**src/rtl/frame_assembler.sv**
```systemverilog
// Assembles a raster-order pixel stream into a double-buffered R_I x C_I frame.
// A full frame waits in the write buffer while the previous frame is still held on img.
module frame_assembler #(
    parameter int unsigned R_I = 5,
    parameter int unsigned C_I = 5,
    parameter int unsigned W_I = 8
) (
    input  logic                                 clk,
    input  logic                                 rstn,
    input  logic                                 s_valid,
    output logic                                 s_ready,
    input  logic [W_I-1:0]                       s_data,
    input  logic                                 s_sof,
    output logic [R_I-1:0][C_I-1:0][W_I-1:0]     img,
    output logic                                 img_valid,
    input  logic                                 img_ready,
    output logic                                 sof_err
);

    localparam int unsigned RW = (R_I > 1) ? $clog2(R_I) : 1;
    localparam int unsigned CW = (C_I > 1) ? $clog2(C_I) : 1;

    typedef enum logic [1:0] {ST_IDLE, ST_FILL, ST_FULL} state_t;

    state_t                             r_state;
    state_t                             w_state_nxt;
    logic [RW-1:0]                      r_row;
    logic [CW-1:0]                      r_col;
    logic [R_I-1:0][C_I-1:0][W_I-1:0]   r_wbuf;
    logic [R_I-1:0][C_I-1:0][W_I-1:0]   r_img;
    logic                               r_img_valid;
    logic                               r_sof_err;

    logic                               w_acc;
    logic                               w_wr;
    logic                               w_start;
    logic                               w_last;
    logic                               w_err;
    logic                               w_slot_free;
    logic [RW-1:0]                      w_wr_row;
    logic [CW-1:0]                      w_wr_col;
    logic [RW-1:0]                      w_row_nxt;
    logic [CW-1:0]                      w_col_nxt;
    logic [R_I-1:0][C_I-1:0][W_I-1:0]   w_wbuf_nxt;

    // Write address, merged buffer and counter advance for the accepted beat.
    always_comb begin
        w_acc       = s_valid && s_ready;
        w_start     = w_acc && s_sof;
        w_wr        = w_acc && (s_sof || (r_state == ST_FILL));
        w_err       = w_acc && (((r_state == ST_IDLE) && !s_sof) ||
                                ((r_state == ST_FILL) &&  s_sof));
        w_slot_free = !r_img_valid || img_ready;
        w_wr_row    = w_start ? '0 : r_row;
        w_wr_col    = w_start ? '0 : r_col;
        w_last      = w_wr && (w_wr_row == RW'(R_I - 1)) && (w_wr_col == CW'(C_I - 1));
        w_wbuf_nxt  = r_wbuf;
        if (w_wr) begin
            w_wbuf_nxt[w_wr_row][w_wr_col] = s_data;
        end
        w_row_nxt = w_wr_row;
        w_col_nxt = w_wr_col + CW'(1);
        if (w_last) begin
            w_row_nxt = '0;
            w_col_nxt = '0;
        end else if (w_wr_col == CW'(C_I - 1)) begin
            w_row_nxt = w_wr_row + RW'(1);
            w_col_nxt = '0;
        end
    end

    always_ff @(posedge clk) begin
        if (!rstn) begin
            r_state <= ST_IDLE;
        end else begin
            r_state <= w_state_nxt;
        end
    end

    always_comb begin
        w_state_nxt = r_state;
        case (r_state)
            ST_IDLE, ST_FILL: begin
                if (w_wr) begin
                    if (w_last) begin
                        w_state_nxt = w_slot_free ? ST_IDLE : ST_FULL;
                    end else begin
                        w_state_nxt = ST_FILL;
                    end
                end
            end
            ST_FULL: begin
                if (img_ready) begin
                    w_state_nxt = ST_IDLE;
                end
            end
            default: w_state_nxt = ST_IDLE;
        endcase
    end

    always_comb begin
        s_ready = rstn && (r_state != ST_FULL);
    end

    // Datapath: write buffer, counters, output slot and error pulse.
    always_ff @(posedge clk) begin
        if (!rstn) begin
            r_row       <= '0;
            r_col       <= '0;
            r_wbuf      <= '0;
            r_img       <= '0;
            r_img_valid <= 1'b0;
            r_sof_err   <= 1'b0;
        end else begin
            r_sof_err <= w_err;
            if (w_wr) begin
                r_wbuf <= w_wbuf_nxt;
                r_row  <= w_row_nxt;
                r_col  <= w_col_nxt;
            end
            if (w_last && w_slot_free) begin
                r_img       <= w_wbuf_nxt;
                r_img_valid <= 1'b1;
            end else if ((r_state == ST_FULL) && img_ready) begin
                r_img       <= r_wbuf;
                r_img_valid <= 1'b1;
            end else if (r_img_valid && img_ready) begin
                r_img_valid <= 1'b0;
            end
        end
    end

    assign img       = r_img;
    assign img_valid = r_img_valid;
    assign sof_err   = r_sof_err;

endmodule

```
**config.mk**
```make
export PLATFORM = sky130hd
export DESIGN_NAME = frame_assembler
export DESIGN_NICKNAME = d
export VERILOG_FILES = /design/src/rtl/frame_assembler.sv
export SDC_FILE = /design/constraint.sdc
export NUM_CORES = 1
export LEC_CHECK = 0
export CELL_PAD_IN_SITES_DETAIL_PLACEMENT = 0
export CELL_PAD_IN_SITES_GLOBAL_PLACEMENT = 1
export CORE_MARGIN = 2
export CORE_UTILIZATION = 42
export DETAILED_ROUTE_END_ITERATION = 16
export PLACE_DENSITY_LB_ADDON = 0.05
export SETUP_SLACK_MARGIN = 0.5
export SYNTH_ARGS = -nofsm -noshare
export SYNTH_HDL_FRONTEND = slang
export SYNTH_SLANG_ARGS = --single-unit
```
**constraint.sdc**
```tcl
create_clock -name clk -period 2.5 [get_ports clk]
set_input_delay 0.25 -clock clk [delete_from_list [all_inputs] [get_ports clk]]
set_output_delay 0.25 -clock clk [all_outputs]
set_load 0.02 [all_outputs]
```
==> reports/qor.csv, run 1 <==
metric;value;unit
outcome;completed;
dieArea;0.03817;mm2
fmax;0.4883;GHz
swShare;21.17;%
final_common_cell;nand2_1;
p_sw;2.918;mW
seqPwrFrac;47.5;%
synth_edf_count;0;
area_growth;31.01;%
combPwrFrac;2.6;%
groute.usage.overall;20.52;%
core;0.03635;mm2
routed_wl;39910;um
cts.sinks;410;
crit_type;register to register;
critical_path_arrival;2.46;ns
clkPwrFrac;49.9;%
dpl_worst_slack;-0.2217;ns
layout_common_cells;413 x nand2_1, 405 x dfxtp_1, 373 x mux2i_1;
end_kind;register;
yosysSeqAreaShare;53.36;%
drive_gt1_share;11.06;%
rsz0062_at_grt;yes;
cts-root-buf;clkbuf_16;
insertion_delay;0.54;ns
async_reset_ff_share;0;%
place.gp.congestion;0.8152;
ys_ff_latch;410;
die_w;195.4;um
route.detailed.drc;0;
regArea;0.008219;mm2
ys.flop_type;dfxtp_1;
port-buffer-count;215;
slew_viol_final;0;
vias;11200;
pin_count;216;
overflow;0;
grt_pass1_vias;10920;
fin_crit_sh;81.92;%
syn_inst;1523;
rows;70;
h-tree-depth;2;
fillers;3267;
internal_power;10.86;mW
clock_path_buffers;3;
dp_hpwl;24900;um
path_cells;buf_8 > or4b_4 > nor4_4 > a21oi_4 > buf_6 > buf_12 > buf_16 > mux2i_1;
min_path_type;primary input to register;
avgSynthCellArea;10.10;um2
multi_input_area;0.006666;mm2
synth.distinct_cells;50;
tightest_slew;1.113;ns
ant_nets;0;
syn_area;0.01538;mm2
antenna_found_initial;1;
clock_skew;0.01626;ns
drt_first_iter_violations;531;
fin_ws;0.4521;ns
fin_nets;1771;
drv_cap;0;
initial_core_util;42.32;%
wl_per_cell;17.67;um
required;2.91;ns
power;13.78;mW
syn-num-nets;1538;
power.density;683.8;mW/mm2
ir_worst_vdd;0.0004974;V
clk_pin_slew_worst_paths;0.06;ns
dr.pass1.iters;5;
critical_path.max_fanout;13;
numCtsBuffers;44;
grt_max_degree;218;
slew_headroom;25.82;%
critPathLaunchType;register;
p_leak;8.704;nW
finalHoldViolCount;0;
diodes;0;
slowest_stage;or4b_4;
grt_pass1_wl;62330;um
ys_warn_count;0;
die_h;195.4;um
finalCriticalPeriod;2.048;ns
setup_viol;0;
cts_tree;done;
vias_per_cell;4.959;
slowest_delay;0.48;ns
setup-tns-final;0;ns
[layout make-up]
cell class,count,area share [%]
multi-input cells,995,33.08
repair buffers,302,15.53
inverters,3,0.05587
well taps,468,2.905
clock inverters,21,1.440
clock buffers,60,6.214
flip-flops and latches,410,40.78
[critical path, delay by kind of cell (launching register included)]
kind                   cells  cell delay [ns]
AOI/OAI and AO/OA          1             0.07
DFF                        1             0.34
and+or+nand+nor            2             0.84
buffers and inverters      4             0.55
muxes                      1             0.12
[flip-flops by register name, indices dropped and copies added (netlist names)]
signal / count
img: 200
r_row: 3
img_valid: 1
r_state: 2
r_wbuf: 200
sof_err: 1
r_col: 3
[cell usage after synthesis, drive strengths merged, types with 2 or more instances]
| library cell | number | area (um2) |
|---|---|---|
| a211oi | 3 | 27.52 |
| a21o | 2 | 15.01 |
| a21oi | 16 | 83.83 |
| and2 | 3 | 18.77 |
| and4b | 2 | 20.02 |
| buf | 29 | 267.8 |
| clkbuf | 86 | 322.8 |
| dfxtp | 410 | 8208 |
| ha | 2 | 25.02 |
| inv | 3 | 11.26 |
| mux2 | 8 | 90.09 |
| mux2i | 376 | 3764 |
| nand2 | 414 | 1554 |
| nand2b | 2 | 12.51 |
| nand3 | 10 | 50.05 |
| nand3b | 7 | 52.55 |
| nand4 | 5 | 31.28 |
| nand4b | 3 | 32.53 |
| nor2 | 79 | 296.5 |
| nor2b | 2 | 12.51 |
| nor3 | 5 | 30.03 |
| nor3b | 2 | 15.01 |
| nor4 | 9 | 143.9 |
| o2111ai | 2 | 23.77 |
| o21ai | 26 | 130.1 |
| o22ai | 2 | 12.51 |
| or3 | 2 | 12.51 |
| or3b | 3 | 26.28 |
[stage by stage]
stage          std cells  utilization (%)  hold slack (ns)  instance area (um2)
2_1_floorplan       1523                -           0.3228                15420
3_3_place_gp        2156            49.93           0.4381                18150
3_5_place_dp        2156            49.93           0.4459                18150
4_1_cts             2255            55.07           0.2528                20020
5_1_grt             2259            55.45           0.2807                20150
6_report            2259            55.45           0.2631                20150
[path summary, 6_finish.rpt]
kind                                   from         to  slack (ns)  cells past startpoint
worst max-delay path             r_state[0]    img[14]        0.45                      8
worst min-delay path                   rstn  img_valid        0.26                      3
worst max register to register   r_state[0]    img[14]        0.45                      8
worst min register to register  r_wbuf[142]   img[142]        0.45                      2
[kinds of logic after synthesis]
logic type               synth area share [%]
adder cells (fa/ha/maj)                0.1626
AND/OR/NAND/NOR                         15.29
flip-flops                              53.36
multiplexers                            25.05
buffers and inverters                   3.912
AO/OA/AOI/OAI                           2.172
XOR/XNOR                              0.05694
[per-layer routing]
metal  share of wire, %  global-route usage (%)
met1                 48                   28.93
met2                 46                   33.03
met3                3.9                   3.264
met4                1.8                   4.778
met5              0.040                       0
[power groups by stage]
stage	logic (mW)	clock network, mW	registers, mW
after floorplan	0.199	0	6.69
after global placement	0.351	0	6.69
after detailed placement	0.351	0	6.69
after CTS	0.356	7.03	6.54
after global routing	0.384	7.31	6.54
final	0.359	6.88	6.54
[what timing repair did]
item                       CTS  global route
gates cloned                 4             2
buffers inserted            14             2
pin swaps                    2             0
hold buffers                 0             0
setup endpoints to repair  252           248
gates resized for setup     29            14
No activity file was read; power rests on OpenSTA's default activity.
==> run 2, diff against run 1 <==
clock period = 2 ns   (was 2.5 ns; I/O delays follow)
==> run 2 against run 1 <==
Effect of this change:
- the flow now finishes with violations (negative setup slack)
- critical endpoint is now img[187]
- clock-buffer cell count increased by 3
- non-clock buffer count increased by 25
- final area increased by 2.8%
- critical path type unchanged
- hold slack got worse by 0.092 ns
- cell count increased by 0.75%
- global-route usage increased by 0.14 points
==> reports/qor.csv, run 2 (synthesis results as in run 1) <==
metric;value;unit;change
cts.sinks;410;;unchanged
drv_cap;0;;unchanged
area_growth;34.62;%;
setup_viol;179;;+179
vias_per_cell;4.932;;-0.54%
setup-tns-final;-5.879;ns;-5.879 ns
groute.usage.overall;20.66;%;+0.14 points
vias;11230;;+0.21%
required;2.41;ns;-0.50 ns
wl_per_cell;17.55;um;-0.66%
drive_gt1_share;14.21;%;+3.2 points
ir_worst_vdd;0.0005172;V;+4.0%
end_kind;register;;
dr.pass1.iters;4;;-1
rows;70;;unchanged
power.density;790.0;mW/mm2;+16%
grt_pass1_vias;11250;;+3.0%
pin_count;216;;unchanged
failed_checks;negative setup slack;;
critical_path.max_fanout;6;;-7
core;0.03635;mm2;unchanged
insertion_delay;0.53;ns;about the same
place_area;0.01859;mm2;+2.4%
critical_path_arrival;2.47;ns;about the same
final_common_cell;nand2_1;;
finalCriticalPeriod;2.060;ns;+0.01210 ns
numCtsBuffers;43;;-2.3%
h-tree-depth;2;;unchanged
overflow;0;;unchanged
route.detailed.drc;0;;unchanged
drt_first_iter_violations;495;;-6.8%
finalHoldViolCount;0;;unchanged
ant_nets;0;;unchanged
outcome;complete, but fails checks;;
critPathLaunchType;register;;
place.gp.congestion;0.8170;;+0.22%
design_area;0.02071;mm2;+2.8%
cts-root-buf;clkbuf_16;;
slew_headroom;46.95;%;+21 points
initial_core_util;42.32;%;unchanged
utilization;56.98;%;+1.5 points
tightest_slew;0.7957;ns;-0.3169 ns
grt_pass1_wl;62880;um;+0.87%
clk_pin_slew_worst_paths;0.06;ns;about the same
r2r_slack;-0.06;ns;-0.51 ns
clock_path_buffers;3;;unchanged
antenna_found_initial;0;;-1
dp_hpwl;24700;um;-0.83%
fin_crit_sh;103.0;%;+21 points
port-buffer-count;215;;unchanged
routed_wl;39940;um;about the same
grt_max_degree;172;;-21%
die_w;195.4;um;unchanged
fin_nets;1795;;+1.4%
fmax;0.4854;GHz;-0.59%
clock_skew;0.01520;ns;-0.001056 ns
rsz0062_at_grt;yes;;
fin_ws;-0.05999;ns;-0.5121 ns
min_path_type;primary input to register;;
die_h;195.4;um;unchanged
dieArea;0.03817;mm2;unchanged
layout_common_cells;411 x nand2_1, 406 x dfxtp_1, 368 x mux2i_1;;
diodes;0;;unchanged
cts_tree;done;;
crit_type;register to register;;
hold_buffers;0;;unchanged
p_leak;8.814;nW;+1.3%
slew_viol_final;0;;unchanged
==> run 2: timing repair <==
| action | in CTS | in global routing |
|---|---|---|
| resized for setup | 74 | 37 |
| gates cloned | 8 | 1 |
| pin swaps | 22 | 10 |
| buffers inserted | 13 | 7 |
| endpoints found under the setup margin | 611 | 611 |
==> run 2: area by class of cell <==
type / instances / area, um2
clock buffer: 63 / 1241
inverter: 3 / 11.26
multi-input combinational: 995 / 6934
fill: 3156 / 15640
clock inverter: 10 / 103.9
timing repair buffer: 327 / 3618
tap: 468 / 585.6
sequential: 410 / 8215
==> run 2: metrics by stage <==
| stage | hold WS (ns) | instances | power, mW | setup slack (ns) |
|---|---|---|---|---|
| after global placement | 0.4400 | 2174 | 8.817 | -0.4165 |
| after detailed placement | 0.4447 | 2174 | 8.820 | -0.4978 |
| after CTS | 0.1609 | 2268 | 16.52 | 0.003745 |
| after global routing | 0.1673 | 2276 | 16.90 | -0.1275 |
| final | 0.1710 | 2276 | 16.36 | -0.05999 |
| after floorplan | 0.2728 | 1523 | 8.618 | -0.2115 |
==> run 2: worst paths after layout <==
path | start | endpoint | cells past startpoint
worst min-delay path | rstn | r_row[1] | 4
worst min register to register | r_wbuf[191] | img[191] | 2
worst max-delay path | r_state[0] | img[187] | 10
worst max register to register | r_state[0] | img[187] | 10
==> run 2: worst max-delay path, stage by stage, from the launching register on <==
cell and delay [ns]:
dfxtp_2 0.35, nand2b_4 0.13, nand4_1 0.22, nand2_1 0.19, ha_4 0.16, nand2_4 0.05, nor4_4 0.21, a21oi_4 0.08
buf_8 0.16, bufbuf_16 0.27, mux2i_1 0.11
==> run 2: routing by layer <==
layer,GRT usage [%],routed length (um),up-vias
met5,0,0,-
met4,4.778,604,0
met3,3.817,1601,39
met2,34.37,18670,192
met1,27.91,19070,5382
li1,-,-,5613
==> run 2: where the power goes <==
| part | leakage [nW] | internal (mW) | switching, mW | total (mW) |
|---|---|---|---|---|
| Clock | 0.668 | 4.53 | 3.16 | 7.69 |
| Combinational | 4.84 | 0.134 | 0.352 | 0.486 |
| Sequential | 3.30 | 8.18 | 0.00443 | 8.18 |
| Total | 8.81 | 12.8 | 3.52 | 16.4 |
==> run 3, diff against run 2 <==
ABC_CLOCK_PERIOD_IN_PS = 2000   (was default)
==> results of run 3 <==
Same layout as run 2: the final DEF is identical, and so are final timing and power.
